--- config.mk ---
export PLATFORM = sky130hd
export DESIGN_NAME = cla_word_sequencer
export DESIGN_NICKNAME = d
export VERILOG_FILES = /design/src/rtl/cla_pkg.sv /design/src/rtl/cla4_slice.sv /design/src/rtl/cla_word_sequencer.sv
export SDC_FILE = /design/constraint.sdc
export NUM_CORES = 1
export LEC_CHECK = 0
export ABC_AREA = 1
export CAP_MARGIN = 5
export CORE_ASPECT_RATIO = 1.2
export CORE_MARGIN = 5
export CORE_UTILIZATION = 50
export CTS_CLUSTER_SIZE = 30
export DETAILED_ROUTE_END_ITERATION = 16
export PLACE_DENSITY = 0.84
export SLEW_MARGIN = 15
export SYNTH_ARGS = -nofsm -noshare
export SYNTH_HDL_FRONTEND = slang
export SYNTH_SLANG_ARGS = --single-unit
--- constraint.sdc ---
create_clock -name clk -period 2.5 [get_ports clk]
set_input_delay 0.5 -clock clk [delete_from_list [all_inputs] [get_ports clk]]
set_output_delay 0.5 -clock clk [all_outputs]
set_load 0.01 [all_outputs]
--- src/rtl/cla_pkg.sv ---
// cla_pkg: shared types and constants for the nibble-serial CLA adder.
// Holds the sequencer state enum, the slice width and an index-width helper.
package cla_pkg;

  localparam int NIBBLE_W = 4;

  typedef enum logic [1:0] {
    IDLE = 2'd0,
    ADD  = 2'd1,
    DONE = 2'd2
  } state_t;

  // Width of a slice index able to address n slices (at least one bit).
  function automatic int idx_w(input int n);
    return (n > 1) ? $clog2(n) : 1;
  endfunction

endpackage

--- src/rtl/cla4_slice.sv ---
// cla4_slice: combinational 4-bit carry-lookahead adder slice.
// Ports: a, b (4b), ci in; s (4b), co (carry out), c3 (carry into bit 3) out.
module cla4_slice
  import cla_pkg::*;
(
  input  logic [NIBBLE_W-1:0] a,
  input  logic [NIBBLE_W-1:0] b,
  input  logic                ci,
  output logic [NIBBLE_W-1:0] s,
  output logic                co,
  output logic                c3
);

  logic [NIBBLE_W-1:0] g;
  logic [NIBBLE_W-1:0] p;
  logic                c1;
  logic                c2;

  assign g = a & b;
  assign p = a ^ b;

  // All carries are flattened two-level lookahead terms.
  assign c1 = g[0]
            | (p[0] & ci);

  assign c2 = g[1]
            | (p[1] & g[0])
            | (p[1] & p[0] & ci);

  assign c3 = g[2]
            | (p[2] & g[1])
            | (p[2] & p[1] & g[0])
            | (p[2] & p[1] & p[0] & ci);

  assign co = g[3]
            | (p[3] & g[2])
            | (p[3] & p[2] & g[1])
            | (p[3] & p[2] & p[1] & g[0])
            | (p[3] & p[2] & p[1] & p[0] & ci);

  assign s = p ^ {c3, c2, c1, ci};

endmodule

--- src/rtl/cla_word_sequencer.sv ---
// cla_word_sequencer: adds two NIBBLES*4-bit words one nibble per cycle.
// Ports: clk, rst_n (async low); in_valid/in_ready + A, B, c_i operands;
//   out_valid/out_ready + Sum, c_o result; busy while not IDLE.
//   Optional ovf (signed overflow) when CLA_SEQ_OVF_EN is defined.
module cla_word_sequencer
  import cla_pkg::*;
#(
  parameter int NIBBLES = 4
)
(
  input  logic                         clk,
  input  logic                         rst_n,
  input  logic                         in_valid,
  output logic                         in_ready,
  input  logic [NIBBLE_W*NIBBLES-1:0]  A,
  input  logic [NIBBLE_W*NIBBLES-1:0]  B,
  input  logic                         c_i,
  output logic                         out_valid,
  input  logic                         out_ready,
  output logic [NIBBLE_W*NIBBLES-1:0]  Sum,
  output logic                         c_o,
  output logic                         busy
`ifdef CLA_SEQ_OVF_EN
  ,
  output logic                         ovf
`endif
);

  localparam int IW = idx_w(NIBBLES);
  localparam logic [IW-1:0] LAST = IW'(NIBBLES - 1);

  state_t state;
  state_t state_nx;

  // Low during reset and until the first edge after release,
  // so in_ready stays low while rst_n is asserted.
  logic alive;

  logic [NIBBLES-1:0][NIBBLE_W-1:0] a_q;
  logic [NIBBLES-1:0][NIBBLE_W-1:0] b_q;
  logic [NIBBLES-1:0][NIBBLE_W-1:0] sum_q;

  logic [IW-1:0] idx;
  logic          cy;
  logic          last;
  logic          accept;

  logic [NIBBLE_W-1:0] s_nib;
  logic                s_co;
  logic                s_c3;

  assign last   = (idx == LAST);
  assign accept = in_valid & in_ready;

  cla4_slice u_slice (
    .a  (a_q[idx]),
    .b  (b_q[idx]),
    .ci (cy),
    .s  (s_nib),
    .co (s_co),
    .c3 (s_c3)
  );

  always_ff @(posedge clk or negedge rst_n) begin
    if (!rst_n) begin
      state <= IDLE;
      alive <= 1'b0;
    end else begin
      state <= state_nx;
      alive <= 1'b1;
    end
  end

  always_comb begin
    state_nx = state;
    case (state)
      IDLE: if (accept)    state_nx = ADD;
      ADD:  if (last)      state_nx = DONE;
      DONE: if (out_ready) state_nx = IDLE;
      default:             state_nx = IDLE;
    endcase
  end

  always_comb begin
    in_ready  = alive & (state == IDLE);
    out_valid = (state == DONE);
    busy      = (state != IDLE);
  end

  always_ff @(posedge clk or negedge rst_n) begin
    if (!rst_n) begin
      a_q   <= '0;
      b_q   <= '0;
      sum_q <= '0;
      idx   <= '0;
      cy    <= 1'b0;
      c_o   <= 1'b0;
    end else begin
      case (state)
        IDLE: begin
          if (accept) begin
            a_q <= A;
            b_q <= B;
            idx <= '0;
            cy  <= c_i;
          end
        end
        ADD: begin
          sum_q[idx] <= s_nib;
          cy         <= s_co;
          idx        <= idx + 1'b1;
          if (last) c_o <= s_co;
        end
        default: ;
      endcase
    end
  end

`ifdef CLA_SEQ_OVF_EN
  // Signed overflow: carry into the MSB differs from carry out of it.
  always_ff @(posedge clk or negedge rst_n) begin
    if (!rst_n) begin
      ovf <= 1'b0;
    end else if (state == ADD && last) begin
      ovf <= s_co ^ s_c3;
    end
  end
`else
  logic unused_c3;
  assign unused_c3 = s_c3;
`endif

  assign Sum = sum_q;

endmodule

Word-level counts from Yosys, hierarchy flattened
Cells that the tools add are included.

operators by class
  reductions and logical operators = 8
  equality and inequality tests = 6
  muxes and demuxes = 15
  magnitude comparators = 2
  add/subtract/negate cells = 1
  bitwise logic cells = 31

operator list
  operator                                                                             count
  1-bit bitwise AND                                                                    18
  4-bit binary-select mux with 2-bit select                                            2
  16-bit bitwise mux                                                                   1
  4-bit 2-to-1 mux                                                                     3
  1-bit OR                                                                             10
  4-bit demux with 2-bit select                                                        1
  2-bit 2-to-1 mux                                                                     4
  4-bit bitwise XOR                                                                    2
  2-bit one-hot mux with 3 select lines                                                1
  2-bit AND reduction                                                                  3
  4-bit bitwise AND                                                                    1
  2-bit equality test, second input constant                                           2
  2-bit != test, second input constant                                                 2
  2-bit one-hot mux with 2 select lines                                                1
  2-bit nonzero test                                                                   2
  2-bit by 3-bit < comparator with 1-bit output, second input constant                 1
  3-bit AND reduction                                                                  1
  2-bit by 1-bit adder with 2-bit output, second input constant                        1
  2-bit by 1-bit equality test with 1-bit output, second input constant                1
  2-bit by 1-bit greater-or-equal comparator with 1-bit output, second input constant  1
  2-bit zero test                                                                      1
  2-bit by 1-bit != test with 1-bit output, second input constant                      1
  1-bit one-hot mux with 2 select lines                                                1
  1-bit logical AND                                                                    1
  1-bit 2-to-1 mux                                                                     1

word-level totals
  register bits = 55
  output and inout bits = 20

Depth between registers and ports, before layout
  word-level depth = 9
  mapped depth = 13
  depth with buffers taken out = 11

By module
A second synthesis with hierarchy kept.

unflattened totals
  cell total of the unflattened synthesis = 316
  area, all modules = 2715.1 µm²

modules (own cells, without submodules)
  module              area each (µm²)  times used  cells an instance
  cla_word_sequencer  2518.7           1           285
  cla4_slice          196.4            1           31

Worst setup path before layout
No wires, ideal clock.

  kind = reg2reg
  from = register idx[0]
  to = register sum_q, in the netlist Sum[10]
  library setup time = 0.118 ns
  period minus slack after synthesis = 2.110 ns
  arrival = 1.992 ns
  cell stages (with the launch flop) = 11
  setup slack = 0.390 ns
  cell sequence = dfrtp_1 > buf_4 > clkinv_1 > buf_2 > nor2_1 > o22ai_1 > ha_1 > or2_2 > a21o_1 > nand3_1 > nand2_1

between the ends
  longest elaborated chain between the ends = 8
  elaborated cells between the ends (all ways) = 18

ends and longest elaborated chain
  what                                                           line                                                RTL
  start: declaration                                             cla_word_sequencer.sv:43                            logic [IW-1:0] idx;
  start signal: assignment                                       cla_word_sequencer.sv:111                           idx <= idx + 1'b1;
  4-bit binary-select mux with 2-bit select (on tied branches)   cla_word_sequencer.sv:56, cla_word_sequencer.sv:57
  4-bit 2-to-1 mux (on tied branches)                            cla_word_sequencer.sv:56, cla_word_sequencer.sv:57
  4-bit bitwise XOR / 4-bit bitwise AND (equally long branches)  cla4_slice.sv:20, cla4_slice.sv:19
  1-bit bitwise AND (on tied branches)                           cla4_slice.sv:27, cla4_slice.sv:28
  1-bit OR / 1-bit bitwise AND (equally long branches)           cla4_slice.sv:27, cla4_slice.sv:28
  1-bit OR                                                       cla4_slice.sv:28                                    | (p[1] & p[0] & ci);
  4-bit bitwise XOR                                              cla4_slice.sv:41                                    assign s = p ^ {c3, c2, c1, ci};
  16-bit bitwise mux (*)                                         cla_word_sequencer.sv:109                           sum_q[idx] <= s_nib;
  end signal: indexed assignment                                 cla_word_sequencer.sv:109
  end: declaration                                               cla_word_sequencer.sv:41                            logic [NIBBLES-1:0][NIBBLE_W-1:0] sum_q;

Every way passes the cells marked *; elsewhere a longest branch is shown, timed or not. The select of a mux whose other input is x is not followed.
A chain may end at the register's enable or synchronous reset.

Worst setup path after layout
  from = register idx[1]
  to = register sum_q, in the netlist Sum[1]

between the ends
  longest elaborated chain between the ends = 7
  elaborated cells between the ends (all ways) = 15

ends and longest elaborated chain
  what                                                          line                                                RTL
  4-bit binary-select mux with 2-bit select (on tied branches)  cla_word_sequencer.sv:56, cla_word_sequencer.sv:57
  4-bit 2-to-1 mux (on tied branches)                           cla_word_sequencer.sv:56, cla_word_sequencer.sv:57
  4-bit bitwise XOR                                             cla4_slice.sv:20                                    assign p = a ^ b;
  1-bit bitwise AND                                             cla4_slice.sv:24                                    | (p[0] & ci);
  1-bit OR                                                      cla4_slice.sv:24
  4-bit bitwise XOR                                             cla4_slice.sv:41
  16-bit bitwise mux (*)                                        cla_word_sequencer.sv:109

Marks and branches as above.

==> run summary <==
The flow ran to the end, and the final reports show no timing, DRC or antenna violations. The tools report the reported leakage power as 1.67 nW. The total area inside the core boundary comes to 5230 um^2.

Summing the areas of all and, or, nand and nor instances in the mapped netlist gives 30.5% of the synthesized area. TritonCTS built the clock tree. The row count was 29. The class of the most critical hold timing path was input port to async pin. The final number of max-transition violations is 0, and the overall die width is 76.7 um. Data arrives at the worst endpoint at 2.52 ns. The routed wire length came out at 5970 um. Final critical-path required period: 2.26 ns. The number of warning messages in the yosys log is 0. Clock-pin slew was measured on the worst setup and hold paths at 0.09 ns. STA classifies the critical path startpoint as a register. The highest metal layer carrying signal wires in the routed design is met4.

In the routed design, unresolved DRC markers number 0. On the critical path the largest part of the delay comes from flip-flops. The power share of the combinational group is 55.1%. Switching component of the power: 2.01 mW. Fill cells in the final layout number 484. For this design the top-level I/O count stands at 57. After synthesis the cells add up to 2670 um^2. Wire segments on met2 add up to 2970 um in the final route.

The largest stage delay on the critical path was 0.50 ns. The critical path depth in cells was 9. Across the VDD grid, the largest voltage drop is 0.000532 V. Tracing the worst setup path back leads to its startpoint at idx[1]. For the number of levels the H-tree was split into, the log shows 2. The worst setup path is captured at a register.

The clock reaches the later pin of the worst-skew pair after 0.31 ns. Once placement completed, the tool counted placed cells totaling 431. The startpoint identified for the worst register-to-register timing path is idx[1]. The proportion of synthesized area in mux cells was 0%; the final cell count without fillers was 442. The ratio of total power to cell area came out at 1350 nW/um^2.

The post-layout net count was 425; the switching share of power was 44.2%. The first TritonRoute pass finished after 6 iterations. Counting along the longest clock path gives a buffer depth of 2. The number of sinks handled by clock tree synthesis was 55; the number of buffers and inverters on the critical path was 3.

The length of routed met3 wiring was 385 um. The logs give 5 for the total CTS buffers and 0.00439 ns for the setup clock skew after layout. Dividing the detail-routed via count by the number of cells gives 5.28. Number of design-rule violations left by the first detailed-router iteration: 132.

Yosys mapped the design onto 29 distinct sky130hd cell types. Compared with the post-synthesis result, the final layout area differs by 25.9%. The wire-length estimate of the detail-placed layout is 4420 um.

The dominant combinational cell family by area after synthesis was simple AND/OR/NAND/NOR gates. The overall die area is 6910 um^2. The number of antenna diodes in the final layout is 0.

The final cycle utilization of the critical path came out at 90.5%. Counting cells, the worst reg-to-reg path comes to 9. The ratio of cells with drive above 1 in the final layout is 7.37%. The detail route stage leaves a number of antenna-violating nets equal to 0. The logs give 2.75 ns for the worst path required time and 0 for the number of endpoints failing setup at the final stage.

Counting every net in the synthesized netlist gives 368. The overall via count from detail_route was 2,334; the highest attainable clock frequency was 0.442 GHz. The floorplan step set the die height to 90.1 um. Walking the worst path, the cells encountered are clkinvlp_4 -> buf_4 -> a21oi_1 -> a32oi_1 -> inv_1 -> fa_1 -> xnor2_1 -> nand2_1 -> nand2_1. The global-route congestion overflow total is 0. For the number of antenna violations at the first check in global routing, the log shows 0. In the final routing, the length of wire on met1 measures 2450 um. The share of synthesized cell area in full adder, half adder and majority cells works out to 4.49%.

The first global-routing pass estimated 9890 um of wire. Across all register-to-register paths, the minimum setup slack is 0.24 ns. The part of the Yosys area used for sequential elements is 51.5%. The worst register-to-register path ends at Sum[1]. The clock network accounts for 10.6% of the total power. The cell type of the slowest stage on the worst timing path was dfrtp_2.

At the end of routability-driven placement, the weighted congestion stood at 0.854. Setup repair after global routing left no endpoint under its margin. The post-route setup TNS came out at 0 ns. After technology mapping, the gate count stands at 322.

In this run, synthesis produced a sequential element count of 55. In this run, flip-flops and latches consume 34.3% of the power. The number of endpoints with negative hold slack in the final report is 0. Among the stages of the critical path, the cell type that occurs most often is nand2_1. The critical path in this run is classified as register to register.

In the final routed layout, each cell accounts on average for 13.5 um. Input and output buffers added on the ports amount to 56. The internal portion of total power is 2.54 mW. Once the floorplan was initialized, standard cells occupied 51.1% of the core.

The synthesized area divided by synthesized cell count came out at 8.30 um^2. The largest fanout on the critical path works out to 13. The tool flagged a number of max-cap violations equal to 0.

The xor and xnor area share after synthesis was 0.328%; the share of the synthesized area in compound gates (AO/OA/AOI/OAI) was 6.74%. For the via count of the first global-routing pass, the log shows 2,197. The run gives 36 as the largest net degree at the start of global routing. For this run, the total global-route usage over all layers was measured as 17.3%. The tools report the cell at the root of the clock tree as clkbuf_8.
cells in the mapped netlist, drive strengths merged:
library cell / n / area (um^2)
inv: 19 / 71.3
conb: 1 / 3.75
dfrtp: 55 / 1380
o31ai: 1 / 7.51
ha: 8 / 100
or2: 1 / 6.26
xnor2: 1 / 8.76
clkinv: 1 / 3.75
fa: 1 / 20.0
nand3b: 1 / 7.51
nand2: 120 / 460
a21o: 1 / 7.51
o22ai: 6 / 37.5
o21ai: 19 / 95.1
nand4: 1 / 6.26
buf: 10 / 78.8
nand3: 45 / 225
a32oi: 2 / 17.5
nor2: 22 / 109
clkbuf: 4 / 15.0
a21oi: 3 / 15.0
cell families after synthesis:
group | count (synthesis)
DFF | 55
buffers and inverters | 34
xor gates and xnor gates | 1
AOI/OAI and AO/OA | 32
adders and majority gates | 9
other | 1
and+or+nand+nor | 190
layer usage:
layer | track usage, % | vias up
met1 | 20.7 | 1100
li1 | - | 1151
met2 | 29.6 | 71
met3 | 4.00 | 12
met4 | 6.71 | 0
met5 | 0 | -
how the worst max path moves through the flow:
| stage | to | slack, ns |
|---|---|---|
| after global routing | Sum[15] | 0.07 |
| after detailed placement | Sum[10] | 0.13 |
| after CTS | Sum[10] | 0.1 |
| final | Sum[1] | 0.24 |
| after global placement | Sum[9] | 0.24 |
| after floorplan | Sum[10] | 0.39 |
state kept, by name, indices dropped and copies added (netlist names):
signal and flops:
Sum 16, alive 1, c_o 1, cy 1, idx 2, b_q 16
a_q 16, state 2
timing repair:
action | 4_1_cts | 5_1_grt
setup buffers | 0 | 3
setup endpoints to repair | 0 | 9
hold buffers | 0 | 0
gates resized for setup | 0 | 3
cells in the final DEF (no fill, tap or decap), drive strengths merged:
cell type	Yosys	layout
nand2	120	120
clkdlybuf4s50	0	55
dfrtp	55	55
nand3	45	45
nor2	22	22
o21ai	19	19
inv	19	18
buf	10	9
ha	8	8
o22ai	6	6
clkbuf	4	6
clkinvlp	0	3
a21oi	3	3
a32oi	2	2
nand4	1	1
or2	1	1
nand3b	1	1
a21o	1	1
xnor2	1	1
o31ai	1	1
fa	1	1
conb	1	1
clkinv	1	1
through the flow:
step	worst slack [ns]	area, um^2	hold WS, ns	utilization, %	power [mW]
after floorplan	0.390	2670	0.204	-	3.22
after global placement	0.236	3250	0.453	62.2	3.93
after detailed placement	0.133	3250	0.461	62.2	4.03
after CTS	0.0955	3330	0.119	63.8	4.53
after global routing	0.0675	3370	0.149	64.4	4.97
final	0.238	3370	0.112	64.4	4.55
power by group through the flow:
stage	combinational (mW)	clock [mW]	sequential (mW)
floorplan	1.66	0	1.56
detailed placement	2.47	0	1.56
CTS	2.49	0.494	1.55
global route	2.84	0.526	1.60
finish	2.51	0.482	1.56
global placement	2.38	0	1.55
worst register-to-register path, cell delays in order, from the launching register on:
cell and delay (ns):
dfrtp_2 0.50, clkinvlp_4 0.21, buf_4 0.14, a21oi_1 0.03, a32oi_1 0.24, inv_1 0.10
fa_1 0.42, xnor2_1 0.37, nand2_1 0.10, nand2_1 0.08
area by class of cell:
class,instances,area [um^2],area share (%)
inverters,20,82.6,2.45
multi-input cells,233,1130,33.5
well taps,62,77.6,2.30
repair buffers,64,616,18.3
flip-flops and latches,55,1380,40.9
clock inverters,2,12.5,0.372
clock buffers,6,72.6,2.16
No activity file was read; power rests on OpenSTA's default activity.
